File: src/rtl/dpram_arb_pkg.sv
// dpram_arb_pkg: client identifiers and default geometry for the dual-port RAM arbiter
package dpram_arb_pkg;
   typedef enum logic {CLIENT_A = 1'b0, CLIENT_B = 1'b1} client_id_t;
   localparam int ADDR_W_DEF = 8;
   localparam int DATA_W_DEF = 16;
endpackage

File: src/rtl/dpram_arbiter_if.sv
// dpram_arbiter_if: client write/read channels plus the RAM-facing port of the arbiter
interface dpram_arbiter_if import dpram_arb_pkg::*; #(
   parameter int ADDR_W = ADDR_W_DEF,
   parameter int DATA_W = DATA_W_DEF
) ();
   logic              a_wvalid, b_wvalid, a_wready, b_wready;
   logic [ADDR_W-1:0] a_waddr, b_waddr;
   logic [DATA_W-1:0] a_wdata, b_wdata;
   logic              a_rvalid, b_rvalid, a_rready, b_rready;
   logic [ADDR_W-1:0] a_raddr, b_raddr;
   logic              a_rresp_valid, b_rresp_valid;
   logic [DATA_W-1:0] a_rresp_data, b_rresp_data;
   logic              ram_wr;
   logic [ADDR_W-1:0] ram_w_addr, ram_r_addr;
   logic [DATA_W-1:0] ram_din, ram_dout;
   modport slave (
      input  a_wvalid, b_wvalid, a_waddr, b_waddr, a_wdata, b_wdata,
      input  a_rvalid, b_rvalid, a_raddr, b_raddr, ram_dout,
      output a_wready, b_wready, a_rready, b_rready,
      output a_rresp_valid, b_rresp_valid, a_rresp_data, b_rresp_data,
      output ram_wr, ram_w_addr, ram_din, ram_r_addr
   );
   modport master (
      output a_wvalid, b_wvalid, a_waddr, b_waddr, a_wdata, b_wdata,
      output a_rvalid, b_rvalid, a_raddr, b_raddr, ram_dout,
      input  a_wready, b_wready, a_rready, b_rready,
      input  a_rresp_valid, b_rresp_valid, a_rresp_data, b_rresp_data,
      input  ram_wr, ram_w_addr, ram_din, ram_r_addr
   );
endinterface

File: src/rtl/rr_arb2.sv
// rr_arb2: two-way round-robin arbiter; pointer names the client that wins a tie
module rr_arb2 import dpram_arb_pkg::*; (
   input  logic       clk,
   input  logic       rst,
   input  logic [1:0] req_i,
   input  logic       advance_i,
   output logic [1:0] grant_o
);
   client_id_t ptr_q, ptr_d;
   always_comb begin
      grant_o = rst ? 2'b00 : &req_i ? (ptr_q == CLIENT_B ? 2'b10 : 2'b01) : req_i;
      ptr_d = ptr_q;
      if (advance_i && |grant_o) ptr_d = grant_o[1] ? CLIENT_A : CLIENT_B;
   end
   always_ff @(posedge clk) ptr_q <= rst ? CLIENT_A : ptr_d;
endmodule

File: src/rtl/dpram_arbiter.sv
// dpram_arbiter: round-robin write/read arbitration for a 1W/1R registered RAM,
// routing each read response back to its issuing client one cycle later
module dpram_arbiter import dpram_arb_pkg::*; #(
   parameter int ADDR_W    = ADDR_W_DEF,
   parameter int DATA_W    = DATA_W_DEF,
   parameter bit RAW_STALL = 1'b1
) (
   input logic             clk,
   input logic             rst,
   dpram_arbiter_if.slave  bus
);
   logic [1:0]        wgnt, rgnt;
   logic              raw, rxfer, pend_v_q, pend_v_d;
   client_id_t        pend_id_q, pend_id_d;
   logic [ADDR_W-1:0] rsel, raddr_q;
   logic [DATA_W-1:0] wsel;
   rr_arb2 u_warb (.clk, .rst, .req_i({bus.b_wvalid, bus.a_wvalid}), .advance_i(1'b1), .grant_o(wgnt));
   rr_arb2 u_rarb (.clk, .rst, .req_i({bus.b_rvalid, bus.a_rvalid}), .advance_i(!raw), .grant_o(rgnt));
   always_comb begin
      wsel = wgnt[1] ? bus.b_wdata : bus.a_wdata;
      bus.a_wready = wgnt[0];
      bus.b_wready = wgnt[1];
      bus.ram_wr = |wgnt;
      bus.ram_w_addr = wgnt[1] ? bus.b_waddr : bus.a_waddr;
      bus.ram_din = wsel;
      rsel = rgnt[1] ? bus.b_raddr : bus.a_raddr;
      // holding the read one cycle lets it observe the write landing this cycle
      raw = RAW_STALL && |rgnt && bus.ram_wr && rsel == bus.ram_w_addr;
      rxfer = |rgnt && !raw;
      bus.a_rready = rgnt[0] && !raw;
      bus.b_rready = rgnt[1] && !raw;
      bus.ram_r_addr = rxfer ? rsel : raddr_q;
      pend_v_d = !rst && rxfer;
      pend_id_d = rgnt[1] ? CLIENT_B : CLIENT_A;
      bus.a_rresp_valid = !rst && pend_v_q && pend_id_q == CLIENT_A;
      bus.b_rresp_valid = !rst && pend_v_q && pend_id_q == CLIENT_B;
      bus.a_rresp_data = bus.ram_dout;
      bus.b_rresp_data = bus.ram_dout;
   end
   always_ff @(posedge clk) begin
      pend_v_q <= pend_v_d;
      pend_id_q <= pend_id_d;
      raddr_q <= rst ? '0 : bus.ram_r_addr;
   end
endmodule

File: src/flat_wrapper.sv
// flat-port wrapper written by rule: the top's interface ports become plain ports
module dpram_arbiter_flat import dpram_arb_pkg::*;
#(
   parameter int ADDR_W    = ADDR_W_DEF,
   parameter int DATA_W    = DATA_W_DEF,
   parameter bit RAW_STALL = 1'b1
)
  (clk, rst, bus_a_wvalid, bus_b_wvalid, bus_a_waddr, bus_b_waddr, bus_a_wdata, bus_b_wdata, bus_a_rvalid, bus_b_rvalid, bus_a_raddr, bus_b_raddr, bus_ram_dout, bus_a_wready, bus_b_wready, bus_a_rready, bus_b_rready, bus_a_rresp_valid, bus_b_rresp_valid, bus_a_rresp_data, bus_b_rresp_data, bus_ram_wr, bus_ram_w_addr, bus_ram_din, bus_ram_r_addr);
  dpram_arbiter_if #(.ADDR_W(ADDR_W), .DATA_W(DATA_W)) bus_i ();
  input logic clk;
  input logic rst;
  input wire logic [$bits(bus_i.a_wvalid)-1:0] bus_a_wvalid;
  input wire logic [$bits(bus_i.b_wvalid)-1:0] bus_b_wvalid;
  input wire logic [$bits(bus_i.a_waddr)-1:0] bus_a_waddr;
  input wire logic [$bits(bus_i.b_waddr)-1:0] bus_b_waddr;
  input wire logic [$bits(bus_i.a_wdata)-1:0] bus_a_wdata;
  input wire logic [$bits(bus_i.b_wdata)-1:0] bus_b_wdata;
  input wire logic [$bits(bus_i.a_rvalid)-1:0] bus_a_rvalid;
  input wire logic [$bits(bus_i.b_rvalid)-1:0] bus_b_rvalid;
  input wire logic [$bits(bus_i.a_raddr)-1:0] bus_a_raddr;
  input wire logic [$bits(bus_i.b_raddr)-1:0] bus_b_raddr;
  input wire logic [$bits(bus_i.ram_dout)-1:0] bus_ram_dout;
  output wire logic [$bits(bus_i.a_wready)-1:0] bus_a_wready;
  output wire logic [$bits(bus_i.b_wready)-1:0] bus_b_wready;
  output wire logic [$bits(bus_i.a_rready)-1:0] bus_a_rready;
  output wire logic [$bits(bus_i.b_rready)-1:0] bus_b_rready;
  output wire logic [$bits(bus_i.a_rresp_valid)-1:0] bus_a_rresp_valid;
  output wire logic [$bits(bus_i.b_rresp_valid)-1:0] bus_b_rresp_valid;
  output wire logic [$bits(bus_i.a_rresp_data)-1:0] bus_a_rresp_data;
  output wire logic [$bits(bus_i.b_rresp_data)-1:0] bus_b_rresp_data;
  output wire logic [$bits(bus_i.ram_wr)-1:0] bus_ram_wr;
  output wire logic [$bits(bus_i.ram_w_addr)-1:0] bus_ram_w_addr;
  output wire logic [$bits(bus_i.ram_din)-1:0] bus_ram_din;
  output wire logic [$bits(bus_i.ram_r_addr)-1:0] bus_ram_r_addr;
  assign bus_i.a_wvalid = bus_a_wvalid;
  assign bus_i.b_wvalid = bus_b_wvalid;
  assign bus_i.a_waddr = bus_a_waddr;
  assign bus_i.b_waddr = bus_b_waddr;
  assign bus_i.a_wdata = bus_a_wdata;
  assign bus_i.b_wdata = bus_b_wdata;
  assign bus_i.a_rvalid = bus_a_rvalid;
  assign bus_i.b_rvalid = bus_b_rvalid;
  assign bus_i.a_raddr = bus_a_raddr;
  assign bus_i.b_raddr = bus_b_raddr;
  assign bus_i.ram_dout = bus_ram_dout;
  assign bus_a_wready = bus_i.a_wready;
  assign bus_b_wready = bus_i.b_wready;
  assign bus_a_rready = bus_i.a_rready;
  assign bus_b_rready = bus_i.b_rready;
  assign bus_a_rresp_valid = bus_i.a_rresp_valid;
  assign bus_b_rresp_valid = bus_i.b_rresp_valid;
  assign bus_a_rresp_data = bus_i.a_rresp_data;
  assign bus_b_rresp_data = bus_i.b_rresp_data;
  assign bus_ram_wr = bus_i.ram_wr;
  assign bus_ram_w_addr = bus_i.ram_w_addr;
  assign bus_ram_din = bus_i.ram_din;
  assign bus_ram_r_addr = bus_i.ram_r_addr;
  dpram_arbiter #(.ADDR_W(ADDR_W), .DATA_W(DATA_W), .RAW_STALL(RAW_STALL)) u_core (.clk(clk), .rst(rst), .bus(bus_i));
endmodule
File: config.mk
export PLATFORM = sky130hd
export DESIGN_NAME = dpram_arbiter_flat
export DESIGN_NICKNAME = d
export VERILOG_FILES = /design/src/rtl/dpram_arb_pkg.sv /design/src/rtl/dpram_arbiter_if.sv /design/src/rtl/rr_arb2.sv /design/src/rtl/dpram_arbiter.sv /design/src/flat_wrapper.sv
export SDC_FILE = /design/constraint.sdc
export NUM_CORES = 1
export LEC_CHECK = 0
export BUFFER_PORTS_ARGS = -buffer_cell sky130_fd_sc_hd__buf_2
export CAP_MARGIN = 20
export CORE_MARGIN = 1.5
export CORE_UTILIZATION = 30
export DETAILED_ROUTE_END_ITERATION = 8
export PLACE_DENSITY_LB_ADDON = 0.15
export SKIP_CTS_REPAIR_TIMING = 1
export SYNTH_ARGS = -nofsm -noshare
export SYNTH_HDL_FRONTEND = slang
export SYNTH_SLANG_ARGS = --single-unit
File: constraint.sdc
create_clock -name clk -period 4.5 [get_ports clk]
set_clock_uncertainty 0.15 [all_clocks]
set_input_delay 0.45 -clock clk [delete_from_list [all_inputs] [get_ports clk]]
set_output_delay 0.45 -clock clk [all_outputs]
set_load 0.005 [all_outputs]
== Word level (Yosys, flattened, before mapping) ==
Cells that the tools add are included.
Widths: inputs -> output; s select.

* Equal/unequal tests: 1
* Mux-type cells: 13
* Bitwise operators: 1
* Reduce and logical (&&, ||, !) cells: 15

{| class="wikitable"
|+ Operators by type and width
! cell !! number
|-
| $mux 8 || 3
|-
| $mux 16 || 1
|-
| $mux 2 || 6
|-
| $logic_and 1x1->1 || 9
|-
| $eq 8x8->1 || 1
|-
| $reduce_and 2->1 || 2
|-
| $reduce_or 2->1 || 2
|-
| $mux 1 || 3
|-
| $logic_not 1->1 || 2
|-
| $not 1->1 || 1
|}

* Bits in registers: 12
* Bits of input ports: 86
* Output and inout bits: 71

== Logic depth before layout (Yosys ltp) ==
* Depth in word-level cells: 9
* Mapped depth: 11
* Gate-level depth less buffers: 7

== Modules after synthesis ==
From an unflattened synthesis, not the netlist that was laid out.

* Cells, all modules: 150
* Area, all modules: 1393.8 um^2

{| class="wikitable"
|+ Modules (own cells, without submodules)
! module !! instances !! cells an instance !! area each (um^2) !! seq. area each (um^2)
|-
| dpram_arbiter || 1 || 134 || 1251.2 || 200.2
|-
| rr_arb2 || 2 || 8 || 71.3 || 20.0
|}

== Least setup slack after synthesis ==
Ideal clock, no wire load.

* Path type: input to output
* Start: in rst
* End: out bus_ram_r_addr[6]
* Data arrival time: 2.238 ns
* Data required time: 3.900 ns
* Path slack: 1.662 ns
* Stages: 11
* Cells stage by stage: buf_6 -> nor2b_4 -> and2_4 -> buf_6 -> mux2_4 -> xnor2_2 -> nor4_4 -> a21o_1 -> buf_6 -> buf_12 -> a21oi_1

* Word-level cells in the longest chain between the ends: 7

{| class="wikitable"
|+ Ends and longest elaborated chain
! element !! RTL line !! text
|-
| start: declaration || flat_wrapper.sv:11 || <nowiki>input logic rst;</nowiki>
|-
| $mux 2 || rr_arb2.sv:11 || <nowiki>grant_o = rst ? 2'b00 : &req_i ? (ptr_q == CLIENT_B ? 2'b10 : 2'b01) : req_i;</nowiki>
|-
| $mux 8, or another cell as far along || dpram_arbiter.sv:26 || <nowiki>rsel = rgnt[1] ? bus.b_raddr : bus.a_raddr;</nowiki>
|-
| $eq 8x8->1 or $logic_and 1x1->1 (tied branches) || dpram_arbiter.sv:28 || <nowiki>raw = RAW_STALL && |rgnt && bus.ram_wr && rsel == bus.ram_w_addr;</nowiki>
|-
| $logic_and 1x1->1 || dpram_arbiter.sv:28 ||
|-
| $logic_not 1->1 || dpram_arbiter.sv:29 || <nowiki>rxfer = |rgnt && !raw;</nowiki>
|-
| $logic_and 1x1->1 || dpram_arbiter.sv:29 ||
|-
| $mux 8 * || dpram_arbiter.sv:32 || <nowiki>bus.ram_r_addr = rxfer ? rsel : raddr_q;</nowiki>
|-
| end: declaration || flat_wrapper.sv:34 || <nowiki>output wire logic [$bits(bus_i.ram_r_addr)-1:0] bus_ram_r_addr;</nowiki>
|}

Mark *: on every way between the ends. The rest lies on a longest branch, timed or not.

== Final worst setup path ==
* Start: in rst
* End: out bus_ram_r_addr[7]

Same word-level chain as after synthesis.

==> results.py <==
metrics = {
    "worst_setup_path": {
        "critPathCaptureType": "output port",
        "ff2ff_path_depth": 9,
        "crit_arrival_ps": 3130,
        "crit_fanout": 22,
        "worst-setup-path-type": "in2out",
        "crit_required_ps": 3900,
        "critPathLaunchType": "input port",
    },
    "sta": {
        "slew_headroom_pct": 57.1,
        "finalHoldViolations": 0,
        "slew_viol_final": 0,
        "fin_tns_setup_ps": 0,
        "rsz0062_at_grt": "false",
        "fin_crit_sh_pct": 83.0,
        "worstMarginPinSlew_ps": 643,
        "fin_ws_ps": 766,
        "min_period_ps": 3730,
        "max_freq_mhz": 268,
        "setup_viol": 0,
    },
    "synth": {
        "synthArstFlopShare_pct": 0,
        "synth_nets": 292,
        "yosys.area.top_type_share_pct": 14.8,
        "yosysMostFrequentCell": "nand2_1",
        "synth-edff-count": 0,
        "yosysWarnings": 0,
        "synth-seq-cells": 12,
        "syn_area_um2": 1620,
        "ys_seq_area_share_pct": 14.8,
        "yosysUniqueCellTypes": 45,
        "synth_top_cell_by_area": "dfxtp_1",
        "synth_flop_cell": "dfxtp_1",
        "avgSynthCellArea_um2": 7.87,
        "yosys-top-cells-count": "51 x nand2_1, 32 x buf_4, 15 x a211oi_2",
        "synth_cells": 206,
        "ys_top_cells_by_area": "dfxtp_1 15%, buf_4 15%, nand2_1 12%",
    },
    "power": {
        "irDropWorstVdd_v": 0.000169,
        "total_power_uw": 392,
        "powerDensity_nw_per_um2": 198,
        "leakage_nw": 1.04,
    },
    "clock_tree": {
        "cts_made_buffers": 3,
        "cts_tree": "yes",
        "ctsRootBufferMaster": "clkbuf_8",
        "clkSlewWorstSetupHoldPaths_ps": 50,
        "cts_htree_levels": 1,
        "clock_latency_ps": 230,
        "cts_buffer_depth": 2,
        "cts_sinks": 12,
    },
    "floorplan": {
        "die_y_um": 76.5,
        "coreArea_um2": 5170,
        "start_util_pct": 31.3,
        "row_count": 26,
        "die-area_um2": 5860,
        "die_x_um": 76.5,
        "ios": 157,
    },
    "placed_design": {
        "pre_cts_ws_ps": 732,
        "port_buffers": 108,
        "placed_area_um2": 1940,
        "gp_congestion": 0.799,
        "place_hpwl_mm": 3.70,
    },
    "global_route": {
        "grt_overflow": 0,
        "track_usage_pct": 15.0,
        "grt_pass1_vias": 1538,
        "grt_max_degree": 23,
        "antenna_found_initial": 0,
        "grt_pass1_wl_mm": 7.20,
    },
    "detailed_routing": {
        "dr.pass1.iters": 4,
        "avgRoutedWirePerCell_um": 12.8,
        "ant_nets": 0,
        "via_count": 1561,
        "avgViaCountPerCell": 4.49,
        "drt_wl_total_mm": 4.45,
        "drt_iter0_drc": 25,
        "drcViolationCount": 0,
    },
    "layout": {
        "design_area_um2": 1980,
        "n_antenna_cell": 0,
        "syn2layout_area_growth_pct": 22.1,
        "multi_input_area_um2": 996,
        "final_nets": 366,
        "fill_cells": 561,
        "drive_gt1_share_pct": 56.5,
        "regArea_um2": 240,
    },
    "hold_path": {
        "hold_class": "reg2reg",
        "min_path_cells": 2,
    },
    "flow_run": {
        "drv_cap": 0,
    },
    "outcome": {
        "status": "completed",
    },
}
kinds of logic (layout without fill, tap and decap cells):
kind of cell,Yosys count,count (layout),synth area share [%]
compound gates,45,45,25.6
xor+xnor,5,5,3.16
buf+inv,56,128,23.8
mux,10,10,8.26
flops,12,12,14.8
simple gates,78,78,24.4
registers in the layout, summed over array words and instances, names as in the netlist:
signal	count
u_core.raddr_q	8
u_core.pend_id_q	1
u_core.pend_v_q	1
u_core.u_rarb.ptr_q	1
u_core.u_warb.ptr_q	1
worst max-delay path, cell delays in order:
cell and delay, ps:
buf_2 370, nor2b_4 90, nand2_2 380, mux2_2 410, xor2_1 170, nor3_2 170
buf_4 220, a21o_1 560, a21oi_1 150, buf_2 150
final timing paths:
path	startpoint	to	slack, ps
max	rst	bus_ram_r_addr[7]	770
min	u_core.raddr_q[7]	u_core.raddr_q[7]	330
max reg2reg	u_core.u_warb.ptr_q	u_core.raddr_q[2]	1450
min reg2reg	u_core.raddr_q[7]	u_core.raddr_q[7]	330
placed cells by master, fill, tap and decap left out, drive strengths merged, types with 2 or more instances in the layout:
cell | synthesis | layout
buf | 39 | 111
nand2 | 52 | 52
a211oi | 19 | 19
inv | 13 | 13
dfxtp | 12 | 12
a21oi | 9 | 9
mux2 | 8 | 8
nand3 | 4 | 4
a21boi | 4 | 4
xor2 | 3 | 3
and3 | 3 | 3
a211o | 3 | 3
o211ai | 3 | 3
nor2 | 3 | 3
or2 | 3 | 3
clkbuf | 3 | 3
nor2b | 3 | 3
nand2b | 3 | 3
o21ai | 3 | 3
mux2i | 2 | 2
and2 | 2 | 2
xnor2 | 2 | 2
cell type report:
| cell class | instances | area share, % |
|---|---|---|
| multi-input combinational | 138 | 50.3 |
| timing repair buffer | 111 | 28.4 |
| sequential | 12 | 12.1 |
| tap | 70 | 4.42 |
| inverter | 14 | 2.65 |
| clock buffer | 3 | 2.08 |
routing by layer:
layer	vias to the layer above	track usage, %	share of wire, %
li1	810	-	-
met1	660	17.0	42
met2	85	28.3	48
met3	6	4.43	8.5
met4	0	1.48	1.1
met5	-	0	0
where the power goes:
group	internal, mW	total, mW	switching [mW]
Sequential	0.115	0.118	0.00288
Clock	0.0587	0.0944	0.0357
Combinational	0.0885	0.180	0.0911
Total	0.262	0.392	0.130
metrics by stage:
step,instances,hold WS [ps],utilization [%]
after global placement,345,318,37.5
after global routing,348,327,38.3
after CTS,348,314,38.3
after floorplan,206,302,-
final,348,326,38.3
after detailed placement,345,321,37.5
No activity file was read; power rests on OpenSTA's default activity.
